[src/rtl/pe_pkg.sv]
// Shared definitions for the output-stationary MAC processing element.
// Latency: n/a (types and pure functions only).
// Backpressure: n/a.
//
// Contents:
//   pe_state_e  - two-state tile controller encoding (IDLE / ACCUM)
//   sat_add     - width-generic add of two operands, clamped to the range of
//                 a 'width'-bit signed or unsigned number
//   sat_ovf     - companion predicate: would sat_add have clamped?
// Operands are passed zero-padded in 64-bit containers and only their low
// 'width' bits are meaningful; width must be below 64.
package pe_pkg;

    typedef enum logic [0:0] {
        ST_IDLE  = 1'b0,
        ST_ACCUM = 1'b1
    } pe_state_e;

    // Low-'width'-bit mask.
    function automatic logic [63:0] width_mask(input int width);
        return (64'd1 << width) - 64'd1;
    endfunction

    // Re-extend a 'width'-bit value held in a 64-bit container so that
    // 64-bit arithmetic on it is exact.
    function automatic logic [63:0] ext64(input logic [63:0] a, input int width,
                                          input logic is_signed);
        logic [63:0] mask;
        mask = width_mask(width);
        if (is_signed && (((a >> (width - 1)) & 64'd1) != 64'd0))
            return a | ~mask;
        return a & mask;
    endfunction

    // a + b clamped to the representable range of a 'width'-bit number.
    function automatic logic [63:0] sat_add(input logic [63:0] a, input logic [63:0] b,
                                            input int width, input logic is_signed);
        logic [63:0] mask;
        logic [63:0] hi;
        logic [63:0] lo;
        logic [63:0] s;
        mask = width_mask(width);
        s    = ext64(a, width, is_signed) + ext64(b, width, is_signed);
        if (is_signed) begin
            hi = mask >> 1;
            lo = ~hi;
            if ($signed(s) > $signed(hi))
                s = hi;
            else if ($signed(s) < $signed(lo))
                s = lo;
        end else begin
            if (s > mask)
                s = mask;
        end
        return s & mask;
    endfunction

    // True when a + b falls outside the 'width'-bit range.
    function automatic logic sat_ovf(input logic [63:0] a, input logic [63:0] b,
                                     input int width, input logic is_signed);
        logic [63:0] mask;
        logic [63:0] hi;
        logic [63:0] s;
        mask = width_mask(width);
        s    = ext64(a, width, is_signed) + ext64(b, width, is_signed);
        if (is_signed) begin
            hi = mask >> 1;
            return ($signed(s) > $signed(hi)) || ($signed(s) < $signed(~hi));
        end
        return s > mask;
    endfunction

endpackage

[src/rtl/pe_mac_unit.sv]
// Multiply-accumulate datapath: sum = acc + ext(u * l), saturated or wrapped.
// Latency: purely combinational, 0 cycles.
// Backpressure: none; evaluated every cycle, the caller decides whether to commit.
//
// Ports:
//   u, l  - DATA_W operands (two's-complement when SIGNED_MODE=1)
//   acc   - ACC_W running sum
//   sum   - ACC_W next sum
//   ovf   - sum was clamped (always 0 when SATURATE=0)
module pe_mac_unit
    import pe_pkg::*;
#(
    parameter int DATA_W      = 8,
    parameter int ACC_W       = 24,
    parameter int SIGNED_MODE = 1,
    parameter int SATURATE    = 1
) (
    input  logic [DATA_W-1:0] u,
    input  logic [DATA_W-1:0] l,
    input  logic [ACC_W-1:0]  acc,
    output logic [ACC_W-1:0]  sum,
    output logic              ovf
);

    localparam logic IS_SIGNED = (SIGNED_MODE != 0);

    logic [ACC_W-1:0] prod_ext;

    // Full-precision product, then sign- or zero-extended to the accumulator.
    if (SIGNED_MODE != 0) begin : g_smul
        logic signed [2*DATA_W-1:0] prod;
        assign prod     = $signed(u) * $signed(l);
        assign prod_ext = ACC_W'(prod);
    end else begin : g_umul
        logic [2*DATA_W-1:0] prod;
        assign prod     = u * l;
        assign prod_ext = ACC_W'(prod);
    end

    if (SATURATE != 0) begin : g_sat
        assign sum = ACC_W'(sat_add(64'(acc), 64'(prod_ext), ACC_W, IS_SIGNED));
        assign ovf = sat_ovf(64'(acc), 64'(prod_ext), ACC_W, IS_SIGNED);
    end else begin : g_wrap
        // Modulo-2^ACC_W arithmetic is identical for signed and unsigned.
        assign sum = acc + prod_ext;
        assign ovf = 1'b0;
    end

endmodule

[src/rtl/pe_mac_os.sv]
// Output-stationary systolic PE: forwards u/l one hop and accumulates a k_len-long dot product.
// Latency: forwarding 1 cycle; result 1 cycle after the last MAC (or after start when k_len=0).
// Backpressure: none; operands are consumed on every cycle both valids are high.
//
// Ports:
//   clk, rst          - clock, asynchronous active-low reset
//   start, k_len      - begin a tile of k_len MACs (k_len sampled with start)
//   u_in/u_vld        - weight from north;  d_out/d_vld - weight to south (+1 cycle)
//   l_in/l_vld        - data from west;     r_out/r_vld - data to east   (+1 cycle)
//   out/out_vld       - tile result, one-cycle valid; out holds between tiles
//   busy              - tile in progress
//   sat_flag/err_flag - sticky clamp / one-sided-valid indicators, cleared by start
module pe_mac_os
    import pe_pkg::*;
#(
    parameter int DATA_W      = 8,
    parameter int ACC_W       = 24,
    parameter int CNT_W       = 8,
    parameter int SIGNED_MODE = 1,
    parameter int SATURATE    = 1
) (
    input  logic              clk,
    input  logic              rst,
    input  logic              start,
    input  logic [CNT_W-1:0]  k_len,
    input  logic [DATA_W-1:0] u_in,
    input  logic              u_vld,
    input  logic [DATA_W-1:0] l_in,
    input  logic              l_vld,
    output logic [DATA_W-1:0] d_out,
    output logic              d_vld,
    output logic [DATA_W-1:0] r_out,
    output logic              r_vld,
    output logic [ACC_W-1:0]  out,
    output logic              out_vld,
    output logic              busy,
    output logic              sat_flag,
    output logic              err_flag
);

    pe_state_e        state;
    pe_state_e        nxt_state;
    logic [ACC_W-1:0] acc;
    logic [CNT_W-1:0] cnt;
    logic [CNT_W-1:0] len;

    logic             fire;
    logic             mismatch;
    logic             in_tile;
    logic             do_mac;
    logic             last_mac;
    logic [ACC_W-1:0] acc_src;
    logic [CNT_W-1:0] cnt_src;
    logic [CNT_W-1:0] len_src;
    logic [ACC_W-1:0] mac_sum;
    logic             mac_ovf;

    assign fire     = u_vld & l_vld;
    assign mismatch = u_vld ^ l_vld;

    // A start cycle is already part of the new tile: the MAC in that cycle
    // sees a cleared accumulator and counter and the freshly sampled length.
    assign acc_src  = start ? '0    : acc;
    assign cnt_src  = start ? '0    : cnt;
    assign len_src  = start ? k_len : len;
    assign in_tile  = start ? (k_len != '0) : (state == ST_ACCUM);
    assign do_mac   = fire & in_tile;
    assign last_mac = (CNT_W'(cnt_src + 1'b1) == len_src);

    pe_mac_unit #(
        .DATA_W      (DATA_W),
        .ACC_W       (ACC_W),
        .SIGNED_MODE (SIGNED_MODE),
        .SATURATE    (SATURATE)
    ) u_mac (
        .u   (u_in),
        .l   (l_in),
        .acc (acc_src),
        .sum (mac_sum),
        .ovf (mac_ovf)
    );

    // ---------------- FSM: state register ----------------
    always_ff @(posedge clk or negedge rst) begin
        if (!rst)
            state <= ST_IDLE;
        else
            state <= nxt_state;
    end

    // ---------------- FSM: next state ----------------
    always_comb begin
        nxt_state = state;
        if (start) begin
            // A one-MAC tile whose only fire arrives with start finishes at once.
            if ((k_len != '0) && !(do_mac && last_mac))
                nxt_state = ST_ACCUM;
            else
                nxt_state = ST_IDLE;
        end else if ((state == ST_ACCUM) && do_mac && last_mac) begin
            nxt_state = ST_IDLE;
        end
    end

    // ---------------- FSM: outputs ----------------
    always_comb begin
        busy = (state == ST_ACCUM);
    end

    // ---------------- accumulator, counter, result ----------------
    always_ff @(posedge clk or negedge rst) begin
        if (!rst) begin
            acc      <= '0;
            cnt      <= '0;
            len      <= '0;
            out      <= '0;
            out_vld  <= 1'b0;
            sat_flag <= 1'b0;
            err_flag <= 1'b0;
        end else begin
            out_vld <= 1'b0;
            if (start) begin
                acc      <= '0;
                cnt      <= '0;
                len      <= k_len;
                sat_flag <= 1'b0;
                err_flag <= 1'b0;
                if (k_len == '0) begin
                    out     <= '0;
                    out_vld <= 1'b1;
                end
            end
            if (do_mac) begin
                acc <= mac_sum;
                cnt <= CNT_W'(cnt_src + 1'b1);
                if (mac_ovf)
                    sat_flag <= 1'b1;
                if (last_mac) begin
                    out     <= mac_sum;
                    out_vld <= 1'b1;
                end
            end
            // One-sided valid inside a tile: no MAC, counter holds, flag it.
            if (mismatch && in_tile)
                err_flag <= 1'b1;
        end
    end

    // ---------------- neighbour forwarding ----------------
    always_ff @(posedge clk or negedge rst) begin
        if (!rst) begin
            d_out <= '0;
            d_vld <= 1'b0;
            r_out <= '0;
            r_vld <= 1'b0;
        end else begin
            d_out <= u_in;
            d_vld <= u_vld;
            r_out <= l_in;
            r_vld <= l_vld;
        end
    end

endmodule
[config.mk]
export PLATFORM = sky130hd
export DESIGN_NAME = pe_mac_os
export DESIGN_NICKNAME = d
export VERILOG_FILES = /design/src/rtl/pe_pkg.sv /design/src/rtl/pe_mac_unit.sv /design/src/rtl/pe_mac_os.sv
export SDC_FILE = /design/constraint.sdc
export NUM_CORES = 1
export LEC_CHECK = 0
export ABC_CLOCK_PERIOD_IN_PS = 4950
export CAP_MARGIN = 30
export CORE_ASPECT_RATIO = 1.2
export CORE_MARGIN = 2
export CORE_UTILIZATION = 54
export DETAILED_ROUTE_END_ITERATION = 16
export PLACE_DENSITY = 0.84
export SETUP_SLACK_MARGIN = 0.05
export SLEW_MARGIN = 20
export SYNTH_ARGS = -nofsm -noshare
export SYNTH_HDL_FRONTEND = slang
export SYNTH_SLANG_ARGS = --single-unit
[constraint.sdc]
create_clock -name clk -period 4.95 [get_ports clk]
set_clock_uncertainty 0.2 [all_clocks]
set_input_delay 0.7425 -clock clk [delete_from_list [all_inputs] [get_ports clk]]
set_output_delay 0.7425 -clock clk [all_outputs]
set_load 0.005 [all_outputs]
# Word-level counts from Yosys, hierarchy flattened
# Cells that the tools add are included.
# word_totals
regBits,86
elab_cells,62
output_inout_bits,46
inputBits,29
# classes
n_bitwise,3
multipliers,1
n_eq_ne,1
muxes,30
order_cmp,2
addsub,2
reduce_logical,11
# op_table
op,count
$mux 64,4
$mux 24,8
$add 64x64->64,1
$gt 64x24->1 const B,1
$lt 64x24->1 const B,1
$mux 8,3
$mul 8x8->16,1
$mux 1,15
$add 8x1->8 const B,1
$eq 8x8->1,1
$logic_not 8->1,1
$reduce_bool 8->1,1
$logic_and 1x1->1,5
$reduce_bool 2->1,2
$and 1x1->1,2
$logic_not 1->1,1
$logic_or 1x1->1,1
$xor 1x1->1,1

# Depth between registers and ports, before layout
# depth
depth_word,9
mapped_depth,41
depth_no_buf,40

# Cells and area by module
# From an unflattened synthesis, not the netlist that was laid out.
# unflattened
cells_unflattened,885
hier_area_um2,8393.0
# modules_own_cells
mod,cells_per_inst,area_per_inst_um2,seq_area_each_um2,instances
pe_mac_unit,572,4605.7,0.0,1
pe_mac_os,313,3787.4,2152.1,1

# Worst setup path after synthesis
# Ideal clock, no wire load.
# synth_timing
kind,input port to flip-flop
from,input u_in[7]
to,register acc[6]
slack_ns,-4.325
t_arrival_ns,8.996
setup_time_ns,0.079
stages,37
required_ns,4.671
n_path_buf,3
path_cell_list,and2_1 -> fa_1 -> inv_1 -> fa_1 -> inv_1 -> fa_1 -> inv_1 -> fa_1 -> inv_1 -> ha_1 -> o211ai_1 -> o21a_1 -> o21a_1 -> o31ai_4 -> nand2_2 -> inv_2 -> buf_2 -> buf_1 -> ha_1 -> nand4b_1 -> nor3_1 -> o21a_1 -> a311oi_1 -> nor3_1 -> mux2i_1 -> o21ai_0 -> ha_1 -> or4_1 -> nor3_1 -> and3_1 -> nand3_1 -> a31oi_1 -> a21boi_1 -> or4_4 -> buf_6 -> or2_1 -> a2bb2oi_1
# synth_via
elab_chain_len,8
elab_cells_between_ends,10
classes_between,1 x add/sub; 1 x mul; 2 x order compare; 6 x mux
# synth_lines
element,line_no,rtl
"start, declared",pe_mac_os.sv:26,"input logic [DATA_W-1:0] u_in,"
$mul 8x8->16 *,pe_mac_unit.sv:32,assign prod = $signed(u) * $signed(l);
$mux 1 or $mux 64 (tied branches),pe_pkg.sv:30,if (is_signed && (((a >> (width - 1)) & 64'd1) != 64'd0))
$mux 64 *,pe_pkg.sv:32,return a & mask;
$add 64x64->64 *,pe_pkg.sv:43,"s = ext64(a, width, is_signed) + ext64(b, width, is_signed);"
$lt 64x24->1,pe_pkg.sv:49,else if ($signed(s) < $signed(lo))
$mux 24,pe_pkg.sv:49,
$mux 24 *,pe_pkg.sv:47,if ($signed(s) > $signed(hi))
$mux 24 *,pe_mac_os.sv:133,if (do_mac) begin
"end signal, assigned",pe_mac_os.sv:134,acc <= mac_sum;
"end, declared",pe_mac_os.sv:43,logic [ACC_W-1:0] acc;
# Mark *: on every way between the ends. The rest lies on a longest branch, timed or not. The select of a mux whose other input is x is not followed.
# A chain may end at the register's enable or synchronous reset.

# Final worst setup path
# layout_timing
from,input l_in[1]
to,register acc[21]
# layout_via
elab_chain_len,8
elab_cells_between_ends,10
classes_between,1 x add/sub; 1 x mul; 2 x order compare; 6 x mux
# layout_lines
element,line_no,rtl
"start, declared",pe_mac_os.sv:28,"input logic [DATA_W-1:0] l_in,"
$mul 8x8->16 *,pe_mac_unit.sv:32,
$mux 1 or $mux 64 (tied branches),pe_pkg.sv:30,
$mux 64 *,pe_pkg.sv:32,
$add 64x64->64 *,pe_pkg.sv:43,
$lt 64x24->1,pe_pkg.sv:49,
$mux 24,pe_pkg.sv:49,
$mux 24 *,pe_pkg.sv:47,
$mux 24 *,pe_mac_os.sv:133,
# Marks and branches as above.

==> flow_summary.toml <==
[status]
status = "complete, but fails checks"
violations = "setup timing"

[layout]
antennaDiodeCount = 0
multi_input_area_sq_mm = 0.006290
syn_to_final_growth_pct = 44.65
regArea_sq_mm = 0.002152
post-route-util = 0.7999
layout-drive-gt1-share = 0.3452
nets = 1342
nFillCells = 857

[synth]
synth.top_cell.area_share = 0.2591
ys.flop_type = "dfrtp_1"
synthDistinctLibCells = 82
ys_seq_elements = 86
syn_area_per_cell_sq_um = 9.009
synthesis.area_sq_mm = 0.008307
yosys.area.top_type = "dfrtp_1"
yosysSeqAreaShare = 0.2591
synthTopCellsByCount = "inv_1 (108), dfrtp_1 (86), nand2_1 (78), ha_1 (57), fa_1 (56)"
synth_edf_count = 0
syn_inst = 922
yosysMostFrequentCell = "inv_1"
synth_warnings = 0
synth_async_sr_flop_share = 1.000
synth_area_leaders = "dfrtp_1 (26%), fa_1 (13%), ha_1 (8.6%)"
synthesis.nets = 1064

[clocking]
clk_path_buf_depth = 2
cts_tree = "yes"
cts_sinks = 86
hold_buffers = 0
numCtsBuffers = 9
clock_latency_ps = 360
clkTransAtPathRegs_ps = 70
cts.htree.levels = 3
clockRootBuffer = "clkbuf_16"

[floorplan]
dieWidth_microns = 117.2
coreArea_sq_mm = 0.01502
fp.dieH_microns = 139.9
row_count = 49
dieArea_sq_mm = 0.01640
boundaryPins = 75
start_util = 0.5530

[setup_path]
critPathLaunchType = "primary input"
arrival_ps = 8690
crit_type = "in2reg"
critPathRequiredTime_ps = 4980
critPathMaxStageDelay_ps = 550
cp_max_fo = 6
critPathBufInv = 11
critical_path.top_delay_family = "adder cells"
cp-end-kind = "register"
cp_slowest_cell = "fa_1"

[global_route]
grt_use_total = 0.3369
grt_pass1_wl_microns = 43120
grt_max_degree = 48
antenna_found_initial = 0
overflow = 0
grt_pass1_vias = 8830

[placement]
port_buffers = 74
gp_congestion = 0.9529
post-dp-hpwl_microns = 18100
pre_cts_ws_ps = -4543

[route]
route.detailed.drc = 0
vias = 8298
dr.first_iter.drc_count = 696
ant_nets = 0
drt_wl_total_microns = 27890
drt-wirelength-per-cell_microns = 19.79
dr.pass1.iters = 5
routed_via_density = 5.889

[sta]
tightest_slew_ps = 861.3
setup_ws_ps = -3713
fin_crit_sh = 1.750
slew_viol_final = 0
fmax_ghz = 0.1154
hold_ws_ps = 171.2
grt_setup_unrepaired = "true"
finalHoldViolCount = 0
slew_headroom = 0.4244
period_needed_ps = 8663
finalSetupViolations = 49

[run]
drv_cap = 0

[worst_hold_path]
hp-class = "in2async"
[sequential cells by signal, summed over array words and instances (netlist names), 8 cells and up]
register,count
acc,24
out,24
cnt,8
d_out,8
len,8
r_out,8
[final timing paths]
check | start | end | slack [ps] | cells past startpoint
worst max-delay path | l_in[1] | acc[21] | -3710 | 40
worst min-delay path | rst | out[2] | 170 | 1
worst max register to register | acc[0] | acc[21] | -480 | 26
worst min register to register | len[7] | len[7] | 320 | 1
max in group asynchronous | rst | cnt[7] | 3360 | 2
min in group clk | len[7] | len[7] | 320 | 1
[kinds of logic after synthesis]
group	share of synthesized area
compound gates	0.1744
flops	0.2591
mux	0.01597
xor+xnor	0.05754
buf+inv	0.06612
fa+ha+maj	0.2208
simple gates	0.2061
[cells in the final DEF (no fill, tap or decap), types with 16 or more instances in the layout]
| master | n |
|---|---|
| a21oi_1 | 37 |
| ha_1 | 38 |
| clkdlybuf4s50_1 | 56 |
| and2_1 | 35 |
| dfrtp_1 | 86 |
| o21ai_0 | 20 |
| xnor2_1 | 38 |
| nand2_1 | 69 |
| nor2b_1 | 31 |
| buf_6 | 22 |
| nand3_1 | 16 |
| buf_4 | 199 |
| inv_1 | 94 |
| nor2_1 | 48 |
| fa_1 | 52 |
| o211ai_1 | 24 |
[layout make-up]
class                           count  area share
Tap cell                          204     0.02124
Multi-Input combinational cell    697      0.5235
Sequential cell                    86      0.1791
Timing Repair Buffer              297      0.2164
Inverter                          109     0.03426
Clock inverter                      7    0.006769
Clock buffer                        9     0.01874
[timing repair]
| action | CTS | global route |
|---|---|---|
| pin swaps | 98 | 37 |
| setup endpoints to repair | 49 | 49 |
| gates resized for setup | 176 | 53 |
| cloned | 6 | 0 |
| setup buffers | 18 | 8 |
[metrics by stage]
stage / instance area, sq um / TNS, ps / std cells
floorplan: 8486 / -160190 / 922
global placement: 10770 / -201730 / 1361
detailed placement: 10770 / -211690 / 1361
CTS: 11730 / -156660 / 1401
global route: 12020 / -182140 / 1409
finish: 12020 / -168340 / 1409
[worst reg2reg max path, delay by kind of cell (launching register included)]
| kind | cells | cell delay [ps] |
|---|---|---|
| and+or+nand+nor | 7 | 1280 |
| adders and majority gates | 3 | 610 |
| muxes | 1 | 160 |
| buffers and inverters | 6 | 850 |
| AOI/OAI and AO/OA | 9 | 1830 |
| DFF | 1 | 380 |
[layer usage]
metal | vias to the layer above | GRT usage | share of wire
li1 | 3726 | - | -
met1 | 4053 | 0.3793 | 0.37
met2 | 399 | 0.5877 | 0.52
met3 | 120 | 0.05226 | 0.057
met4 | 0 | 0.2006 | 0.054
met5 | - | 0 | 0
Power is not shown: default switching activity piles up to over one toggle a cycle in this logic, so the estimate is an artifact.
